--- src/rtl/rs_pkg.sv ---
// Shared GF(2^8) definitions for the RS t=2 decoder stages.
//   GF_POLY / ALPHA : field polynomial 0x11D and primitive element 0x02
//   gf_mul          : generic field product (used for constants and small sub-blocks)
//   gf_pow          : a^e, feeds elaboration-time constant localparams
//   mul_alpha       : x*alpha as a fixed XOR network
//   div_alpha       : x*alpha^-1 as a fixed XOR network
//   cf_state_e      : Chien/Forney stage FSM states
//   coef_t          : one job's lambda/omega coefficient set
package rs_pkg;

   localparam logic [8:0] GF_POLY = 9'h11D;
   localparam logic [7:0] GF_RED  = GF_POLY[7:0];
   localparam logic [7:0] ALPHA   = 8'h02;

   typedef enum logic {
      ST_IDLE = 1'b0,
      ST_RUN  = 1'b1
   } cf_state_e;

   typedef struct packed {
      logic [7:0] l0;
      logic [7:0] l1;
      logic [7:0] l2;
      logic [7:0] w0;
      logic [7:0] w1;
   } coef_t;

   function automatic logic [7:0] gf_mul(input logic [7:0] a, input logic [7:0] b);
      logic [7:0] acc;
      logic [7:0] x;
      acc = 8'h00;
      x   = a;
      for (int k = 0; k < 8; k++) begin
         if (b[k]) acc = acc ^ x;
         x = {x[6:0], 1'b0} ^ (x[7] ? GF_RED : 8'h00);
      end
      return acc;
   endfunction

   function automatic logic [7:0] gf_pow(input logic [7:0] a, input int e);
      logic [7:0] r;
      r = 8'h01;
      for (int k = 0; k < 255; k++) begin
         if (k < e) r = gf_mul(r, a);
      end
      return r;
   endfunction

   function automatic logic [7:0] mul_alpha(input logic [7:0] x);
      return {x[6:0], 1'b0} ^ (x[7] ? GF_RED : 8'h00);
   endfunction

   // alpha^-1 = 0x8E: an odd value has the reduction polynomial folded back in before the shift.
   function automatic logic [7:0] div_alpha(input logic [7:0] x);
      return {1'b0, x[7:1]} ^ (x[0] ? 8'h8E : 8'h00);
   endfunction

endpackage

--- src/rtl/gf2m8_inv.sv ---
// Combinational GF(2^8) inverse by Fermat: a^-1 = a^254, so inv(0) = 0.
//   a_i   : operand
//   inv_o : a_i^254
module gf2m8_inv
   import rs_pkg::*;
(
   input  logic [7:0] a_i,
   output logic [7:0] inv_o
);
   logic [7:0] sq [1:7];
   logic [7:0] acc;

   // 254 = 2+4+...+128: multiply the seven successive squares together.
   always_comb begin
      sq[1] = gf_mul(a_i, a_i);
      for (int k = 2; k <= 7; k++) sq[k] = gf_mul(sq[k-1], sq[k-1]);
      acc = sq[1];
      for (int k = 2; k <= 7; k++) acc = gf_mul(acc, sq[k]);
      inv_o = acc;
   end
endmodule

--- src/rtl/gf2m8_multi.sv ---
// Combinational GF(2^8) multiplier (poly 0x11D).
//   a_i, b_i : operands
//   p_o      : product a_i*b_i
module gf2m8_multi
   import rs_pkg::*;
(
   input  logic [7:0] a_i,
   input  logic [7:0] b_i,
   output logic [7:0] p_o
);
   assign p_o = gf_mul(a_i, b_i);
endmodule

--- src/rtl/s3_chien_forney.sv ---
// Stage 3 of the t=2 RS(N,N-4) decoder: Chien search plus Forney magnitudes.
//   clk, rstn            : clock, async active-low reset
//   kes_done             : 1-cycle strobe, rs_lambda*/rs_omega* valid with it
//   rs_lambda0..2        : error locator coefficients
//   rs_omega0..1         : error evaluator coefficients
//   out_vld/out_err      : one magnitude per cycle, position N-1 first, 0 when no root
//   out_last             : marks position 0; err_cnt and dec_fail are valid with it
//   ovf                  : sticky, a pending job was overwritten
// Handshake: no backpressure; out_vld is high for N consecutive cycles per job.
module s3_chien_forney
   import rs_pkg::*;
#(
   parameter int N   = 255,
   parameter int FCR = 1
) (
   input  logic       clk,
   input  logic       rstn,
   input  logic       kes_done,
   input  logic [7:0] rs_lambda0,
   input  logic [7:0] rs_lambda1,
   input  logic [7:0] rs_lambda2,
   input  logic [7:0] rs_omega0,
   input  logic [7:0] rs_omega1,
   output logic       out_vld,
   output logic [7:0] out_err,
   output logic       out_last,
   output logic [1:0] err_cnt,
   output logic       dec_fail,
   output logic       ovf
);
   // Position N-1 is evaluated at alpha^-(N-1) = alpha^(256-N).
   localparam int         SHIFT    = (256 - N) % 255;
   localparam logic [7:0] LOAD_C1  = gf_pow(ALPHA, SHIFT);
   localparam logic [7:0] LOAD_C2  = gf_pow(ALPHA, (2 * SHIFT) % 255);
   localparam logic [7:0] X_INIT   = gf_pow(ALPHA, N - 1);
   localparam logic [7:0] LAST_POS = 8'(N - 1);

   cf_state_e  state_q, state_d;
   coef_t      pend_q, in_c, src;
   logic       pend_vld_q, ovf_q;
   logic       load, load_pend, pend_wr, pend_clr, ovf_set;
   logic [7:0] pos_q;
   logic [1:0] cnt_q, deg_q, src_deg, roots_tot;
   logic       l1_zero_q, w_nz_q;
   logic [7:0] lam0_q, lam1_q, lam2_q, om0_q, om1_q, xr_q, inv_l1_q;
   logic [7:0] ld_l1, ld_l2, ld_w1, src_inv, mag_base, mag_x, mag;
   logic       run, last_pos, root, fail;
   logic       out_vld_q, out_last_q, dec_fail_q;
   logic [7:0] out_err_q;
   logic [1:0] err_cnt_q;

   assign in_c     = '{l0: rs_lambda0, l1: rs_lambda1, l2: rs_lambda2, w0: rs_omega0, w1: rs_omega1};
   assign src      = load_pend ? pend_q : in_c;
   assign run      = (state_q == ST_RUN);
   assign last_pos = (pos_q == LAST_POS);
   assign src_deg  = (src.l2 != 8'h00) ? 2'd2 : ((src.l1 != 8'h00) ? 2'd1 : 2'd0);

   always_comb begin
      state_d   = state_q;
      load      = 1'b0;
      load_pend = 1'b0;
      pend_wr   = 1'b0;
      pend_clr  = 1'b0;
      ovf_set   = 1'b0;
      case (state_q)
         ST_IDLE: begin
            if (kes_done) begin
               load    = 1'b1;
               state_d = ST_RUN;
            end
         end
         ST_RUN: begin
            if (last_pos) begin
               // Final symbol: chain straight into the next job so out_vld stays contiguous.
               if (pend_vld_q) begin
                  load      = 1'b1;
                  load_pend = 1'b1;
                  pend_wr   = kes_done;
                  pend_clr  = ~kes_done;
               end else if (kes_done) begin
                  load = 1'b1;
               end else begin
                  state_d = ST_IDLE;
               end
            end else if (kes_done) begin
               pend_wr = 1'b1;
               ovf_set = pend_vld_q;
            end
         end
         default: state_d = ST_IDLE;
      endcase
   end

   always_ff @(posedge clk or negedge rstn) begin
      if (!rstn) state_q <= ST_IDLE;
      else       state_q <= state_d;
   end

   always_ff @(posedge clk or negedge rstn) begin
      if (!rstn) begin
         pend_q     <= '0;
         pend_vld_q <= 1'b0;
         ovf_q      <= 1'b0;
      end else begin
         if (pend_wr) begin
            pend_q     <= in_c;
            pend_vld_q <= 1'b1;
         end else if (pend_clr) begin
            pend_vld_q <= 1'b0;
         end
         if (ovf_set) ovf_q <= 1'b1;
      end
   end

   gf2m8_multi u_ld_l1 (.a_i(src.l1), .b_i(LOAD_C1), .p_o(ld_l1));
   gf2m8_multi u_ld_l2 (.a_i(src.l2), .b_i(LOAD_C2), .p_o(ld_l2));
   gf2m8_multi u_ld_w1 (.a_i(src.w1), .b_i(LOAD_C1), .p_o(ld_w1));
   gf2m8_inv   u_inv   (.a_i(src.l1), .inv_o(src_inv));

   // Lambda'(x) = l1 in characteristic 2, so one inverse per job suffices.
   gf2m8_multi u_mag   (.a_i(om0_q ^ om1_q), .b_i(inv_l1_q), .p_o(mag_base));
   gf2m8_multi u_magx  (.a_i(mag_base), .b_i(xr_q), .p_o(mag_x));

   assign mag       = (FCR == 0) ? mag_x : mag_base;
   assign root      = ((lam0_q ^ lam1_q ^ lam2_q) == 8'h00);
   assign roots_tot = (root && cnt_q != 2'd3) ? cnt_q + 2'd1 : cnt_q;
   assign fail      = (roots_tot != deg_q) | ((deg_q == 2'd2) & l1_zero_q) | ((deg_q == 2'd0) & w_nz_q);

   always_ff @(posedge clk or negedge rstn) begin
      if (!rstn) begin
         pos_q     <= '0;
         cnt_q     <= '0;
         deg_q     <= '0;
         l1_zero_q <= 1'b0;
         w_nz_q    <= 1'b0;
         lam0_q    <= '0;
         lam1_q    <= '0;
         lam2_q    <= '0;
         om0_q     <= '0;
         om1_q     <= '0;
         xr_q      <= '0;
         inv_l1_q  <= '0;
      end else if (load) begin
         pos_q     <= '0;
         cnt_q     <= '0;
         deg_q     <= src_deg;
         l1_zero_q <= (src.l1 == 8'h00);
         w_nz_q    <= ((src.w0 | src.w1) != 8'h00);
         lam0_q    <= src.l0;
         lam1_q    <= ld_l1;
         lam2_q    <= ld_l2;
         om0_q     <= src.w0;
         om1_q     <= ld_w1;
         xr_q      <= X_INIT;
         inv_l1_q  <= src_inv;
      end else if (run) begin
         pos_q  <= pos_q + 8'd1;
         cnt_q  <= roots_tot;
         lam1_q <= mul_alpha(lam1_q);
         lam2_q <= mul_alpha(mul_alpha(lam2_q));
         om1_q  <= mul_alpha(om1_q);
         xr_q   <= div_alpha(xr_q);
      end
   end

   always_ff @(posedge clk or negedge rstn) begin
      if (!rstn) begin
         out_vld_q  <= 1'b0;
         out_err_q  <= '0;
         out_last_q <= 1'b0;
         err_cnt_q  <= '0;
         dec_fail_q <= 1'b0;
      end else begin
         out_vld_q  <= run;
         out_err_q  <= (run && root) ? mag : 8'h00;
         out_last_q <= run && last_pos;
         err_cnt_q  <= (run && last_pos) ? roots_tot : 2'd0;
         dec_fail_q <= run && last_pos && fail;
      end
   end

   assign out_vld  = out_vld_q;
   assign out_err  = out_err_q;
   assign out_last = out_last_q;
   assign err_cnt  = err_cnt_q;
   assign dec_fail = dec_fail_q;
   assign ovf      = ovf_q;
endmodule

--- config.mk ---
export PLATFORM = sky130hd
export DESIGN_NAME = s3_chien_forney
export DESIGN_NICKNAME = d
export VERILOG_FILES = /design/src/rtl/rs_pkg.sv /design/src/rtl/gf2m8_inv.sv /design/src/rtl/gf2m8_multi.sv /design/src/rtl/s3_chien_forney.sv
export SDC_FILE = /design/constraint.sdc
export NUM_CORES = 1
export LEC_CHECK = 0
export CAP_MARGIN = 20
export CORE_MARGIN = 3
export CORE_UTILIZATION = 45
export DETAILED_ROUTE_END_ITERATION = 8
export DONT_BUFFER_PORTS = 1
export PLACE_DENSITY = 0.65
export SYNTH_ARGS = -nofsm -noshare
export SYNTH_HDL_FRONTEND = slang
export SYNTH_SLANG_ARGS = --single-unit
--- constraint.sdc ---
create_clock -name clk -period 42 [get_ports clk]
set_input_delay 4.2 -clock clk [delete_from_list [all_inputs] [get_ports clk]]
set_output_delay 4.2 -clock clk [all_outputs]
set_load 0.01 [all_outputs]
==> flow_metrics.env, run 1 <==
export IMPL_status="complete, no violations"
export IMPL_synth_edff_count=0
export IMPL_r2r_slack_ns=24.48
export IMPL_ctsHtreeMaxLevel=4
export IMPL_initial_core_util_pct=46.1
export IMPL_grt_pass1_vias=17000
export IMPL_synth_top_family_by_area="XOR/XNOR gates"
export IMPL_synthCells=2545
export IMPL_ys_flop_type="dfrtp_1"
export IMPL_ios=57
export IMPL_syn_area_per_cell_um2=8.31
export IMPL_gp_congestion=0.906
export IMPL_synth_commonest_cells="xnor2_1 (457), nor2_1 (313), nand2_1 (281)"
export IMPL_remaining_drc_errors=0
export IMPL_synth_cell_type_count=97
export IMPL_dp_final_hpwl_mm=40.7
export IMPL_synth_area_top_cells="xnor2_1 (19%), dfrtp_1 (14%), xnor3_1 (10%)"
export IMPL_synth_seq_cells=118
export IMPL_row_count=78
export IMPL_seq_area_um2=2950
export IMPL_ctsResizeCount=0
export IMPL_dr_pass1_iters=5
export IMPL_maxCapViolCount=0
export IMPL_fill_cells=4356
export IMPL_synth_compound_area_share_pct=13.8
export IMPL_fin_crit_sh_pct=47.3
export IMPL_crit_type="in2reg"
export IMPL_crit_top_cell="xnor2_1"
export IMPL_synth_fa_ha_area_share_pct=0.828
export IMPL_hold_class="reg2reg"
export IMPL_die_area_um2=49600
export IMPL_cp_start_kind="primary input"
export IMPL_overflow=0
export IMPL_slew_limit_headroom_pct=27.7
export IMPL_yosys_warnings=0
export IMPL_grt_use_total_pct=22.4
export IMPL_fin_crit_ns=19.86
export IMPL_cts_buffers=17
export IMPL_wl_met2_mm=27.2
export IMPL_synth_simple_gate_area_share_pct=17.5
export IMPL_ctsRootBufferMaster="clkbuf_16"
export IMPL_nets=2516
export IMPL_rr_startpoint="run"
export IMPL_synthToLayoutAreaGrowth_pct=5.54
export IMPL_antenna_found_initial=0
export IMPL_die_h_um=223
export IMPL_n_antenna_cell=0
export IMPL_die_w_um=223
export IMPL_crit_arrival_ns=20.17
export IMPL_syn_nets=2602
export IMPL_cts_hold_buf=0
export IMPL_multi_input_area_um2=17400
export IMPL_rr_worst_depth=54
export IMPL_hold_viol=0
export IMPL_cts_setup_buffers=0
export IMPL_synth_xor_area_share_pct=42.7
export IMPL_grt_pass1_wl_mm=92.7
export IMPL_slew_viol_final=0
export IMPL_coreArea_um2=45900
export IMPL_cts_tree="built"
export IMPL_grt_max_degree=119
export IMPL_wl_met3_mm=3.12
export IMPL_crit_path_top_delay_cell="xnor2_1"
export IMPL_async_flop_share_pct=100
export IMPL_yosysSeqAreaShare_pct=14.0
export IMPL_critical_path_endpoint="inv_l1_q[3]"
export IMPL_rsz0062_at_grt="false"
export IMPL_vias=17800
export IMPL_clk_path_buf_depth=2
export IMPL_path_max_fanout=40
export IMPL_tns_ns=0
export IMPL_drt_total_wl_mm=56.8
export IMPL_cp_end_kind="flop"
export IMPL_clk_latency_ns=0.43
export IMPL_cp_required_ns=42.30
export IMPL_max_freq_mhz=50.4
export IMPL_synthMuxAreaShare_pct=7.09
export IMPL_ant_nets=0
export IMPL_syn_area_um2=21100
export IMPL_clock_sinks=118
export IMPL_synth_top_area_share_pct=18.9
export IMPL_drtIter0Drc=1576
export IMPL_clk_pin_slew_worst_paths_ns=0.06
export IMPL_port_buffers=0
export IMPL_wire_per_inst_um=18.5
export IMPL_m1WireLength_mm=25.3
export IMPL_setup_viol=0
export IMPL_viasPerCell=5.80
export IMPL_maxUsedRoutingLayer="met4"
export IMPL_worst_clock_skew_ns=0.0153
export IMPL_worstMarginPinSlew_ns=1.08
export IMPL_reg2reg_to="inv_l1_q[3]"
export IMPL_synth_most_common_cell="xnor2_1"
export IMPL_slowest_delay_ns=0.86
export IMPL_drive_gt1_share_pct=9.71
export IMPL_worstSetupStartpoint="rs_lambda1[6]"
export IMPL_synth_area_leader_cell="xnor2_1"
[registers in the layout (all words and copies together), names as in the netlist, 2 cells and up]
register / count
cnt_q: 2
om1_q: 8
lam1_q: 8
lam2_q: 8
err_cnt: 2
deg_q: 2
pos_q: 8
lam0_q: 8
pend_q: 40
out_err: 8
om0_q: 8
inv_l1_q: 8
[cells by family (layout without fill, tap and decap cells)]
logic type,Yosys count,count (layout)
AO/OA/AOI/OAI,447,447
XOR/XNOR,786,786
adder cells (fa/ha/maj),14,14
buffers and inverters,204,131
flip-flops,118,118
multiplexers,143,143
AND/OR/NAND/NOR,833,833
[metrics by stage]
step | instance area [um2] | instances | util [%] | setup WS [ns] | hold WS (ns)
final | 22300 | 3072 | 48.7 | 22.14 | 0.498
after global routing | 22300 | 3072 | 48.7 | 21.10 | 0.513
after CTS | 22300 | 3068 | 48.6 | 22.29 | 0.505
after detailed placement | 21700 | 3036 | 47.3 | 21.90 | 0.492
after global placement | 21700 | 3035 | 47.2 | 22.22 | 0.474
after floorplan | 21100 | 2545 | - | 23.60 | 0.349
[worst max-delay path: cells and delay by family]
family	cells	cell delay [ns]
muxes	2	0.62
and+or+nand+nor	5	1.39
AOI/OAI and AO/OA	18	4.20
xor gates and xnor gates	16	6.15
buffers and inverters	7	1.94
adders and majority gates	4	1.60
[worst min-delay path by stage]
stage | startpoint | to | slack, ns | cells after the start
3_5_place_dp | om0_q[3] | om0_q[3] | 0.49 | 2
6_report | om0_q[4] | om0_q[4] | 0.50 | 2
5_1_grt | pend_q[36] | pend_q[36] | 0.51 | 1
2_1_floorplan | run | out_vld | 0.35 | 0
4_1_cts | om0_q[5] | om0_q[5] | 0.51 | 2
3_3_place_gp | l1_zero_q | l1_zero_q | 0.47 | 2
[cells in the final DEF, fill, tap and decap left out, types with 14 or more instances in the layout]
cell type	synthesis	layout
a21oi_1	97	97
nand2b_1	26	26
buf_4	5	60
o22ai_1	30	30
xnor2_1	457	454
nor3_1	63	63
clkbuf_16	0	17
xnor2_2	31	34
and3_1	14	14
a211oi_1	16	16
a22oi_1	22	22
o211ai_1	19	19
and2_1	15	15
mux2i_1	93	93
nor2b_1	18	18
ha_1	14	14
nand3_1	30	30
a31oi_1	21	21
o21ai_0	117	116
nand2_1	281	280
nor2_1	313	313
xnor3_1	98	98
o21ai_1	14	14
xor2_1	160	157
mux2_2	47	47
inv_1	26	26
dfrtp_1	118	118
[final cells by class]
cell class              instances  share of cell area, %
multi-input cells            2223                   78.0
flip-flops and latches        118                   13.2
well taps                     600                   3.36
repair buffers                 61                   2.07
clock buffers                  21                   2.06
clock inverters                11                  0.667
inverters                      38                  0.639
[per-layer routing]
layer	global-route usage (%)	vias to the layer above
met5	0	-
met4	5.87	0
met3	2.33	80
met2	37.7	609
met1	30.8	8570
li1	-	8566
Power of run 1 is left out: the tool's default activity adds up to more than one toggle a clock period on the data nets, which glitch-free logic cannot reach.
==> inputs of run 2 (changes only) <==
==> constraint.sdc (replaced) <==
create_clock -name clk -period 20.4 [get_ports clk]
set_input_delay 2.04 -clock clk [delete_from_list [all_inputs] [get_ports clk]]
set_output_delay 2.04 -clock clk [all_outputs]
set_load 0.01 [all_outputs]
==> run 2 against run 1 <==
  * First-iteration DRC count is 2.5% lower
  * Count of clock-buffer cells in the layout decreased by 3
  * Hold slack lost 0.014 ns
  * Utilization is the same
  * Global-route usage is essentially flat
  * Highest routed layer unchanged
  * Final cell count barely moved
  * Critical endpoint is now inv_l1_q[5]
==> flow_metrics.env, run 2 (synthesis results as in run 1) <==
export IMPL_grt_pass1_wl_mm=92.5
export IMPL_slew_limit_headroom_pct=26.4
export IMPL_remaining_drc_errors=0
export IMPL_drive_gt1_share_pct=9.71
export IMPL_dr_pass1_iters=5
export IMPL_ctsRootBufferMaster="clkbuf_16"
export IMPL_rsz0062_at_grt="false"
export IMPL_r2r_slack_ns=2.70
export IMPL_path_max_fanout=40
export IMPL_synthToLayoutAreaGrowth_pct=5.54
export IMPL_port_buffers=0
export IMPL_setup_viol=0
export IMPL_rr_worst_depth=49
export IMPL_slowest_delay_ns=0.87
export IMPL_largest_register="pend_q"
export IMPL_clk_pin_slew_worst_paths_ns=0.06
export IMPL_slew_viol_final=0
export IMPL_maxCapViolCount=0
export IMPL_status="complete, no violations"
export IMPL_antenna_found_initial=0
export IMPL_drtIter0Drc=1537
export IMPL_die_h_um=223
export IMPL_cts_hold_buf=0
export IMPL_worst_clock_skew_ns=0.0110
export IMPL_clock_sinks=118
export IMPL_cts_buffers=17
export IMPL_reg2reg_to="inv_l1_q[5]"
export IMPL_crit_type="in2reg"
export IMPL_cts_tree="built"
export IMPL_clk_latency_ns=0.43
export IMPL_grt_pass1_vias=17000
export IMPL_drt_total_wl_mm=56.7
export IMPL_cp_start_kind="primary input"
export IMPL_coreArea_um2=45900
export IMPL_crit_path_top_delay_cell="xor2_1"
export IMPL_worstMarginPinSlew_ns=1.10
export IMPL_clk_path_buf_depth=2
export IMPL_seq_area_um2=2950
export IMPL_grt_max_degree=119
export IMPL_crit_top_cell="xnor2_1"
export IMPL_cp_required_ns=20.74
export IMPL_vias=17700
export IMPL_multi_input_area_um2=17400
export IMPL_tns_ns=0
export IMPL_ctsResizeCount=0
export IMPL_cp_end_kind="flop"
export IMPL_initial_core_util_pct=46.1
export IMPL_fin_crit_sh_pct=87.2
export IMPL_grt_use_total_pct=22.4
export IMPL_wire_per_inst_um=18.5
export IMPL_min_to="l1_zero_q"
export IMPL_overflow=0
export IMPL_viasPerCell=5.76
export IMPL_hp_start="l1_zero_q"
export IMPL_mostFrequentLayoutCells="xnor2_1 (454), nor2_1 (313), nand2_1 (280), xor2_1 (157), dfrtp_1 (118)"
export IMPL_final_common_cell="xnor2_1"
export IMPL_nets=2515
export IMPL_met2_usage_pct=37.4
export IMPL_hold_viol=0
export IMPL_gp_congestion=0.878
export IMPL_met3_usage_pct=2.46
export IMPL_rr_startpoint="run"
export IMPL_holdPathStages=2
export IMPL_max_freq_mhz=56.2
export IMPL_busiest_layer="met2"
export IMPL_crit_arrival_ns=18.13
export IMPL_n_antenna_cell=0
export IMPL_die_area_um2=49600
export IMPL_dp_final_hpwl_mm=41.0
export IMPL_die_w_um=223
export IMPL_fill_cells=4455
export IMPL_ant_nets=0
export IMPL_ctsHtreeMaxLevel=4
export IMPL_hold_class="reg2reg"
export IMPL_ios=57
export IMPL_grtUsageMet1_pct=30.6
export IMPL_largest_reg_flops=40
export IMPL_fin_crit_ns=17.79
export IMPL_row_count=78
export IMPL_cts_setup_buffers=0
## run 2: changes by cell type in the layout (fill, tap and decap cells not counted), sizes merged
cell / before / now
clkinvlp: 3 / 1
inv: 33 / 39
buf: 61 / 60
clkbuf: 21 / 18
clkinv: 10 / 9
## run 2: cell type report
type	instances	area share, %
clock buffers	18	1.92
clock inverters	14	0.841
inverters	38	0.639
multi-input cells	2223	78.0
flip-flops and latches	118	13.2
well taps	600	3.36
repair buffers	60	2.03
## run 2: worst max path at each step
stage	cells after the start	start	end	slack, ns
5_1_grt	54	rs_lambda1[6]	inv_l1_q[4]	1.43
4_1_cts	46	rs_lambda1[6]	inv_l1_q[5]	2.49
3_3_place_gp	47	rs_lambda1[6]	inv_l1_q[5]	2.31
3_5_place_dp	46	rs_lambda1[6]	inv_l1_q[5]	2.06
6_report	47	rs_lambda1[6]	inv_l1_q[5]	2.61
2_1_floorplan	60	rs_lambda1[6]	inv_l1_q[3]	4.16
## run 2: routing by layer
layer,wire [um],part of all wire (%)
met1,25100,44
met5,0,0
met2,27200,48
met4,1370,2.4
met3,2970,5.2
## run 2: metrics by stage
| stage | utilization, % | instance area (um2) | hold WS, ns | worst slack (ns) | std cells |
|---|---|---|---|---|---|
| after floorplan | - | 21100 | 0.349 | 4.16 | 2545 |
| after global placement | 47.2 | 21700 | 0.467 | 2.31 | 3033 |
| after detailed placement | 47.2 | 21700 | 0.476 | 2.06 | 3033 |
| after CTS | 48.6 | 22300 | 0.490 | 2.49 | 3065 |
| after global routing | 48.7 | 22300 | 0.520 | 1.43 | 3071 |
| final | 48.7 | 22300 | 0.484 | 2.61 | 3071 |
## run 2: worst max-delay path, delay by kind of cell
kind | cells | cell delay, ns
adders and majority gates | 3 | 1.26
xor gates and xnor gates | 26 | 10.39
and+or+nand+nor | 7 | 1.42
AOI/OAI and AO/OA | 8 | 2.02
buffers and inverters | 3 | 0.96
Power of run 2 is left out for the same reason.
